<file path="src/rtl/pipelined_adder.sv">
// Valid/ready pipelined adder/subtractor: one WIDTH/STAGES-bit slice of the sum per stage.
// Define PIPELINED_ADDER_FLAGS_EN to add the o_overflow and o_zero result flags.
module pipelined_adder #(
    parameter int unsigned WIDTH  = 32,
    parameter int unsigned STAGES = 4
) (
    input  logic             i_clk,
    input  logic             i_rst_n,
    input  logic             i_valid,
    output logic             o_ready,
    input  logic [WIDTH-1:0] i_a,
    input  logic [WIDTH-1:0] i_b,
    input  logic             i_carry,
    input  logic             i_sub,
    output logic             o_valid,
    input  logic             i_ready,
    output logic [WIDTH-1:0] o_sum,
    output logic             o_carry
`ifdef PIPELINED_ADDER_FLAGS_EN
    ,
    output logic             o_overflow,
    output logic             o_zero
`endif
);
    localparam int unsigned SW   = WIDTH / STAGES;
    localparam int unsigned LAST = STAGES - 1;

    logic [STAGES-1:0] valid_q;
    logic [STAGES-1:0] carry_q;
    logic [WIDTH-1:0]  a_q   [STAGES];
    logic [WIDTH-1:0]  b_q   [STAGES];
    logic [WIDTH-1:0]  sum_q [STAGES];

    logic [STAGES-1:0] ld;
    logic [STAGES-1:0] src_valid;
    logic [STAGES-1:0] src_c;
    logic [STAGES-1:0] carry_d;
    logic [WIDTH-1:0]  src_a   [STAGES];
    logic [WIDTH-1:0]  src_b   [STAGES];
    logic [WIDTH-1:0]  src_sum [STAGES];
    logic [WIDTH-1:0]  sum_d   [STAGES];

    // Stage 0 sees the (possibly inverted) input operands; later stages see their predecessor.
    always_comb begin
        src_valid[0] = i_valid;
        src_a[0]     = i_a;
        src_b[0]     = i_sub ? ~i_b : i_b;
        src_sum[0]   = '0;
        src_c[0]     = i_carry ^ i_sub;
        for (int k = 1; k < STAGES; k++) begin
            src_valid[k] = valid_q[k-1];
            src_a[k]     = a_q[k-1];
            src_b[k]     = b_q[k-1];
            src_sum[k]   = sum_q[k-1];
            src_c[k]     = carry_q[k-1];
        end
    end

    always_comb begin
        logic [SW:0] part;
        part = '0;
        for (int k = 0; k < STAGES; k++) begin
            sum_d[k] = src_sum[k];
            part = {1'b0, src_a[k][k*SW +: SW]} + {1'b0, src_b[k][k*SW +: SW]}
                 + {{SW{1'b0}}, src_c[k]};
            sum_d[k][k*SW +: SW] = part[SW-1:0];
            carry_d[k]           = part[SW];
        end
    end

    // Load enables ripple back from the output so a stalled pipe still fills its bubbles.
    always_comb begin
        logic nxt;
        nxt = i_ready;
        ld  = '0;
        for (int k = int'(LAST); k >= 0; k--) begin
            ld[k] = ~valid_q[k] | nxt;
            nxt   = ld[k];
        end
    end

    assign o_ready = ld[0] & i_rst_n;

    always_ff @(posedge i_clk or negedge i_rst_n) begin
        if (!i_rst_n) begin
            valid_q <= '0;
            carry_q <= '0;
            for (int k = 0; k < STAGES; k++) begin
                a_q[k]   <= '0;
                b_q[k]   <= '0;
                sum_q[k] <= '0;
            end
        end else begin
            for (int k = 0; k < STAGES; k++) begin
                if (ld[k]) begin
                    valid_q[k] <= src_valid[k];
                    if (src_valid[k]) begin
                        a_q[k]     <= src_a[k];
                        b_q[k]     <= src_b[k];
                        sum_q[k]   <= sum_d[k];
                        carry_q[k] <= carry_d[k];
                    end
                end
            end
        end
    end

    assign o_valid = valid_q[LAST];
    assign o_sum   = sum_q[LAST];
    assign o_carry = carry_q[LAST];

`ifdef PIPELINED_ADDER_FLAGS_EN
    logic overflow_q;
    logic zero_q;

    always_ff @(posedge i_clk or negedge i_rst_n) begin
        if (!i_rst_n) begin
            overflow_q <= 1'b0;
            zero_q     <= 1'b0;
        end else if (ld[LAST] && src_valid[LAST]) begin
            // Same-sign operands producing a differently-signed result.
            overflow_q <= (src_a[LAST][WIDTH-1] == src_b[LAST][WIDTH-1]) &&
                          (sum_d[LAST][WIDTH-1] != src_a[LAST][WIDTH-1]);
            zero_q     <= (sum_d[LAST] == '0);
        end
    end

    assign o_overflow = overflow_q;
    assign o_zero     = zero_q;
`endif

endmodule

</file>
<file path="config.mk">
export PLATFORM = sky130hd
export DESIGN_NAME = pipelined_adder
export DESIGN_NICKNAME = d
export VERILOG_FILES = /design/src/rtl/pipelined_adder.sv
export SDC_FILE = /design/constraint.sdc
export NUM_CORES = 1
export LEC_CHECK = 0
export CORE_AREA = 3 3 153 118
export CTS_BUF_LIST = sky130_fd_sc_hd__clkbuf_8
export CTS_CLUSTER_SIZE = 10
export DETAILED_ROUTE_END_ITERATION = 10
export DIE_AREA = 0 0 156 121
export PLACE_DENSITY_LB_ADDON = 0.08
export SETUP_SLACK_MARGIN = 0.5
export SLEW_MARGIN = 0
export SYNTH_ARGS = -nofsm -noshare
export SYNTH_HDL_FRONTEND = slang
export SYNTH_SLANG_ARGS = --single-unit
</file>
<file path="constraint.sdc">
create_clock -name i_clk -period 5.65 [get_ports i_clk]
set_clock_uncertainty 0.1 [all_clocks]
set_input_delay 0.8475 -clock i_clk [delete_from_list [all_inputs] [get_ports i_clk]]
set_output_delay 0.8475 -clock i_clk [all_outputs]
set_load 0.03 [all_outputs]
</file>
## Word-level counts from Yosys, hierarchy flattened

Cells that the tools add are included.
Widths: inputs -> output; s select.

| operators by class | value |
|---|---|
| $add $sub $neg | 8 |
| muxes and demuxes | 1 |
| bitwise operators | 11 |
| reductions and logical operators | 4 |

Operators by type and width:

| operator | count |
|---|---|
| $add 8x8->9 | 4 |
| $add 9x1->9 | 4 |
| $mux 32 | 1 |
| $not 32->32 | 1 |
| $reduce_and 2->1 | 4 |
| $not 1->1 | 4 |
| $or 1x1->1 | 4 |
| $and 1x1->1 | 1 |
| $xor 1x1->1 | 1 |

| word-level totals | value |
|---|---|
| register bits after elaboration | 280 |
| input port bits | 70 |
| output and inout port bits | 35 |

## Logic depth before layout (Yosys ltp)

| logic depth | value |
|---|---|
| depth in word-level cells | 6 |
| depth in mapped cells | 11 |

## Worst setup path before layout

Ideal clock, no wire load.

| path | value |
|---|---|
| path kind | input -> register |
| start | input i_sub |
| end | register carry_q[0] |
| setup time | 134 ps |
| arrival time | 2906 ps |
| data required time | 5416 ps |
| path slack | 2510 ps |
| stages | 11 |
| buffers on the path | 2 |
| cell sequence | buf_2 buf_2 xor2_1 fa_1 inv_1 fa_1 nor2b_4 o31ai_4 a21oi_2 a2111oi_0 nor3_1 |

| on the way | value |
|---|---|
| word-level cells in the longest chain between the ends | 3 |

Ends and longest elaborated chain:

| element | line | RTL |
|---|---|---|
| from (decl) | 14 | `input logic i_sub,` |
| $mux 32 | 47 | `src_b[0] = i_sub ? ~i_b : i_b;` |
| $add 8x8->9 | 64 | `part = {1'b0, src_a[k][k*SW +: SW]} + {1'b0, src_b[k][k*SW +: SW]}` |
| $add 9x1->9 (*) | 65 | `+ {{SW{1'b0}}, src_c[k]};` |
| to (signal, indexed assignment) | 101 | `carry_q[k] <= carry_d[k];` |
| to (decl) | 29 | `logic [STAGES-1:0] carry_q;` |

Every way passes the cells marked *; elsewhere a longest branch is shown, timed or not.
A chain may end at the register's enable or synchronous reset.

## Worst setup path after layout

| path | value |
|---|---|
| start | input i_ready |
| end | output o_ready |

| on the way | value |
|---|---|
| word-level cells in the longest chain between the ends | 5 |

Ends and longest elaborated chain:

| element | line | RTL |
|---|---|---|
| from (decl) | 16 | `input logic i_ready,` |
| $or 1x1->1 (4 in a row) | 77 | `ld[k] = ~valid_q[k] \| nxt;` |
| $and 1x1->1 | 82 | `assign o_ready = ld[0] & i_rst_n;` |
| to (decl) | 10 | `output logic o_ready,` |

No other way between the ends.

==> impl_metrics.env <==
export IMPL_synth_lib_cells_used_distinct=48
export IMPL_synthesis_yosys_warnings=0
export IMPL_layout_nets=848
export IMPL_grt_first_pass_wirelength_um=26500
export IMPL_post_synth_cell_area_avg_um2=13.1
export IMPL_fraction_of_power_consumed_by_the_clock_network_pct=18.8
export IMPL_post_route_cells_drive_above_1_share_pct=23.6
export IMPL_peak_ir_drop_on_the_vdd_network_v=0.000165
export IMPL_power_share_combinational_pct=37.8
export IMPL_power_density_mw_per_mm2=470
export IMPL_post_synthesis_sequential_area_ratio_pct=54.5
export IMPL_unrepaired_setup_endpoints_after_global_routing="no"
export IMPL_synthesis_nets=749
export IMPL_place_gp_congestion=0.803
export IMPL_period_share_pct=62.3
export IMPL_clk_path_buf_depth=2
export IMPL_cts_made_buffers=17
export IMPL_synthTopCellsByArea="dfrtp_1 55%, mux2_2 15%, ha_1 4.1%, o21ai_0 3.6%, xnor2_1 2.8%"
export IMPL_worst_r2r_path_depth=7
export IMPL_grt_pass1_vias=5273
export IMPL_via_per_inst=5.15
export IMPL_dr_first_iter_drc_count=149
export IMPL_crit_slowest_cell="clkdlybuf4s50_1"
export IMPL_yosys_area_top_type_share_pct=54.5
export IMPL_synth_top_cells_by_count="184 x dfrtp_1, 116 x mux2_2, 61 x o21ai_0, 56 x nand2_1, 28 x ha_1"
export IMPL_cts_sinks=184
export IMPL_layout_core_utilization_pct=59.7
export IMPL_areaGrowthSynthToFinish_pct=17.8
export IMPL_postSynth_topFlopCell="dfrtp_1"
export IMPL_cts_hold_repair_buffers=0
export IMPL_number_of_synthesized_flops_with_an_enable_pin=0
export IMPL_io_pin_count=105
export IMPL_run_status="finished clean"
export IMPL_hp_class="input pin to asynchronous set/reset pin"
export IMPL_crit_type="input pin to output pin"
export IMPL_regToRegStartpoint="carry_q[0]$_DFFE_PN0P_"
export IMPL_quantity_of_i_o_buffers_inserted_on_ports=104
export IMPL_ys_async_sr_fraction_pct=100
export IMPL_power_leakage_nw=4.29
export IMPL_grt_remaining_overflow=0
export IMPL_yosysMostFrequentCell="dfrtp_1"
export IMPL_synth_area_mm2=0.00844
export IMPL_cp_start_kind="input pin"
export IMPL_maximum_number_of_pins_on_one_net_before_global_route_repair=90
export IMPL_totalWireLength_um=15600
export IMPL_crit_path_frequent_cell="clkdlybuf4s50_1"
export IMPL_max_cap_viol_count=0
export IMPL_max_freq_mhz=284
export IMPL_core_rowCount=41
export IMPL_yosysTopAreaCell="dfrtp_1"
export IMPL_tritoncts="built"
export IMPL_die_h_um=121
export IMPL_finalWorstPathRequiredPeriod_ns=3.52
export IMPL_final_setup_violation_count=0
export IMPL_worst_path_arrival_time_ns=2.57
export IMPL_clkSlewWorstSetupHoldPaths_ns=0.09
export IMPL_slew_headroom_pct=32.8
export IMPL_root_buffer="clkbuf_8"
export IMPL_antenna_diode_count=0
export IMPL_tightest_slew_ns=1.01
export IMPL_post_synth_inst_count=643
export IMPL_post_cts_resized=0
export IMPL_worstReg2RegEnd="carry_q[1]$_DFFE_PN0P_"
export IMPL_reg2reg_setup_slack_ns=3.13
export IMPL_grt_use_total_pct=17.8
export IMPL_netSwitchingPower_mw=1.61
export IMPL_floorplan_core_area_mm2=0.0167
export IMPL_detailedPlacementHpwl_um=10800
export IMPL_nFillCells=1337
export IMPL_route_detailed_drc=0
export IMPL_crit_required_ns=4.70
export IMPL_dr_pass1_iters=5
export IMPL_netSwitchingFraction_pct=34.4
export IMPL_final_antenna_net_count=0
export IMPL_worst_path_largest_cell_delay_ns=0.59
export IMPL_start_util_pct=50.6
export IMPL_critical_path_peak_fanout=4
export IMPL_dr_total_vias=4998
export IMPL_drt_wirelength_per_cell_um=16.1
export IMPL_setup_tns_ns=0
export IMPL_die_width_um=156
export IMPL_seq_power_share_pct=43.4
export IMPL_critPathCaptureType="output pin"
export IMPL_number_of_pins_with_negative_max_slew_slack_in_the_final_report=0
export IMPL_insertion_delay_ns=0.46
export IMPL_antenna_found_initial=0
export IMPL_cts_post_setup_buffers_inserted=0
export IMPL_timing_critical_path_cells="clkdlybuf4s50_1 > nor2b_4 > nand4_4 > and2_1 > clkdlybuf4s50_1"
export IMPL_die_area_mm2=0.0189
export IMPL_timing_final_hold_violations=0
export IMPL_cts_htree_levels=4
export IMPL_ys_ff_latch=184
export IMPL_internal_power_mw=3.06
[flip-flops by register name, indices dropped and copies added (netlist names)]
register and flops:
a_q 48, b_q 48, carry_q 4, o_sum 32, src_sum 48, valid_q 4
[area by class of cell]
class | instances | area [um^2] | share of cell area (%)
clock buffer | 18 | 248 | 2.49
clock inverter | 14 | 150 | 1.51
inverter | 9 | 33.8 | 0.340
multi-input combinational | 423 | 3580 | 36.0
sequential | 184 | 4600 | 46.3
tap | 215 | 269 | 2.70
timing repair buffer | 107 | 1060 | 10.7
[worst max-delay path by stage]
| stage | start | end | slack [ns] | depth (start not counted) |
|---|---|---|---|---|
| 2_1_floorplan | i_sub | carry_q[0]$_DFFE_PN0P_ | 2.51 | 11 |
| 3_3_place_gp | i_sub | carry_q[0]$_DFFE_PN0P_ | 1.99 | 10 |
| 3_5_place_dp | i_sub | carry_q[0]$_DFFE_PN0P_ | 1.91 | 10 |
| 4_1_cts | i_ready | o_ready | 2.13 | 5 |
| 5_1_grt | i_ready | o_ready | 2.09 | 5 |
| 6_report | i_ready | o_ready | 2.13 | 5 |
[layout by cell type (no fill, tap or decap), types with 3 or more instances in the layout]
| master | n |
|---|---|
| o21ai_0 | 61 |
| a31oi_1 | 3 |
| clkdlybuf4s50_1 | 102 |
| buf_4 | 3 |
| inv_1 | 9 |
| dfrtp_1 | 184 |
| mux2_2 | 116 |
| o211ai_1 | 3 |
| clkinvlp_4 | 6 |
| and2_1 | 4 |
| nand2b_1 | 9 |
| fa_1 | 8 |
| a21o_1 | 6 |
| a21oi_1 | 18 |
| xnor2_1 | 27 |
| nand2_1 | 54 |
| a211oi_1 | 7 |
| ha_1 | 28 |
| xor2_1 | 22 |
| nor2_1 | 12 |
| nand2_2 | 3 |
| clkbuf_8 | 18 |
| nor3_1 | 5 |
| o31ai_1 | 4 |
| mux2_4 | 9 |
[worst max-delay path: cells and delay by family]
kind                   cells  cell delay, ns
AND/OR/NAND/NOR            3            0.61
buffers and inverters      2            1.11
[kinds of logic after synthesis]
| family | share of synthesized area (%) |
|---|---|
| muxes | 17.2 |
| buffers and inverters | 3.10 |
| xor gates and xnor gates | 5.08 |
| DFF | 54.5 |
| adders and majority gates | 6.05 |
| AOI/OAI and AO/OA | 8.49 |
| and+or+nand+nor | 5.54 |
[power by group through the flow]
| stage | Sequential [mW] | Clock, mW | Combinational (mW) |
|---|---|---|---|
| 6_report | 2.03 | 0.876 | 1.77 |
| 2_1_floorplan | 2.22 | 0 | 1.04 |
| 5_1_grt | 2.09 | 0.959 | 1.94 |
| 3_3_place_gp | 2.05 | 0 | 1.72 |
| 4_1_cts | 2.04 | 0.904 | 1.79 |
| 3_5_place_dp | 2.06 | 0 | 1.77 |
[metrics by stage]
stage	setup slack, ns	hold slack (ns)	power, mW	cell area (um^2)	cells
2_1_floorplan	2.51	0.344	3.25	8440	643
3_3_place_gp	1.99	0.359	3.76	9550	938
3_5_place_dp	1.91	0.367	3.83	9550	938
4_1_cts	2.13	0.315	4.73	9950	970
5_1_grt	2.09	0.335	5.00	9950	970
6_report	2.13	0.312	4.67	9950	970
[metal layers]
layer  routed length, um  GRT usage [%]
met1                7720           25.4
met2                7100           27.4
met3                 653           4.96
met4                 160           4.08
met5                   0              0
No activity file was read; power rests on OpenSTA's default activity.
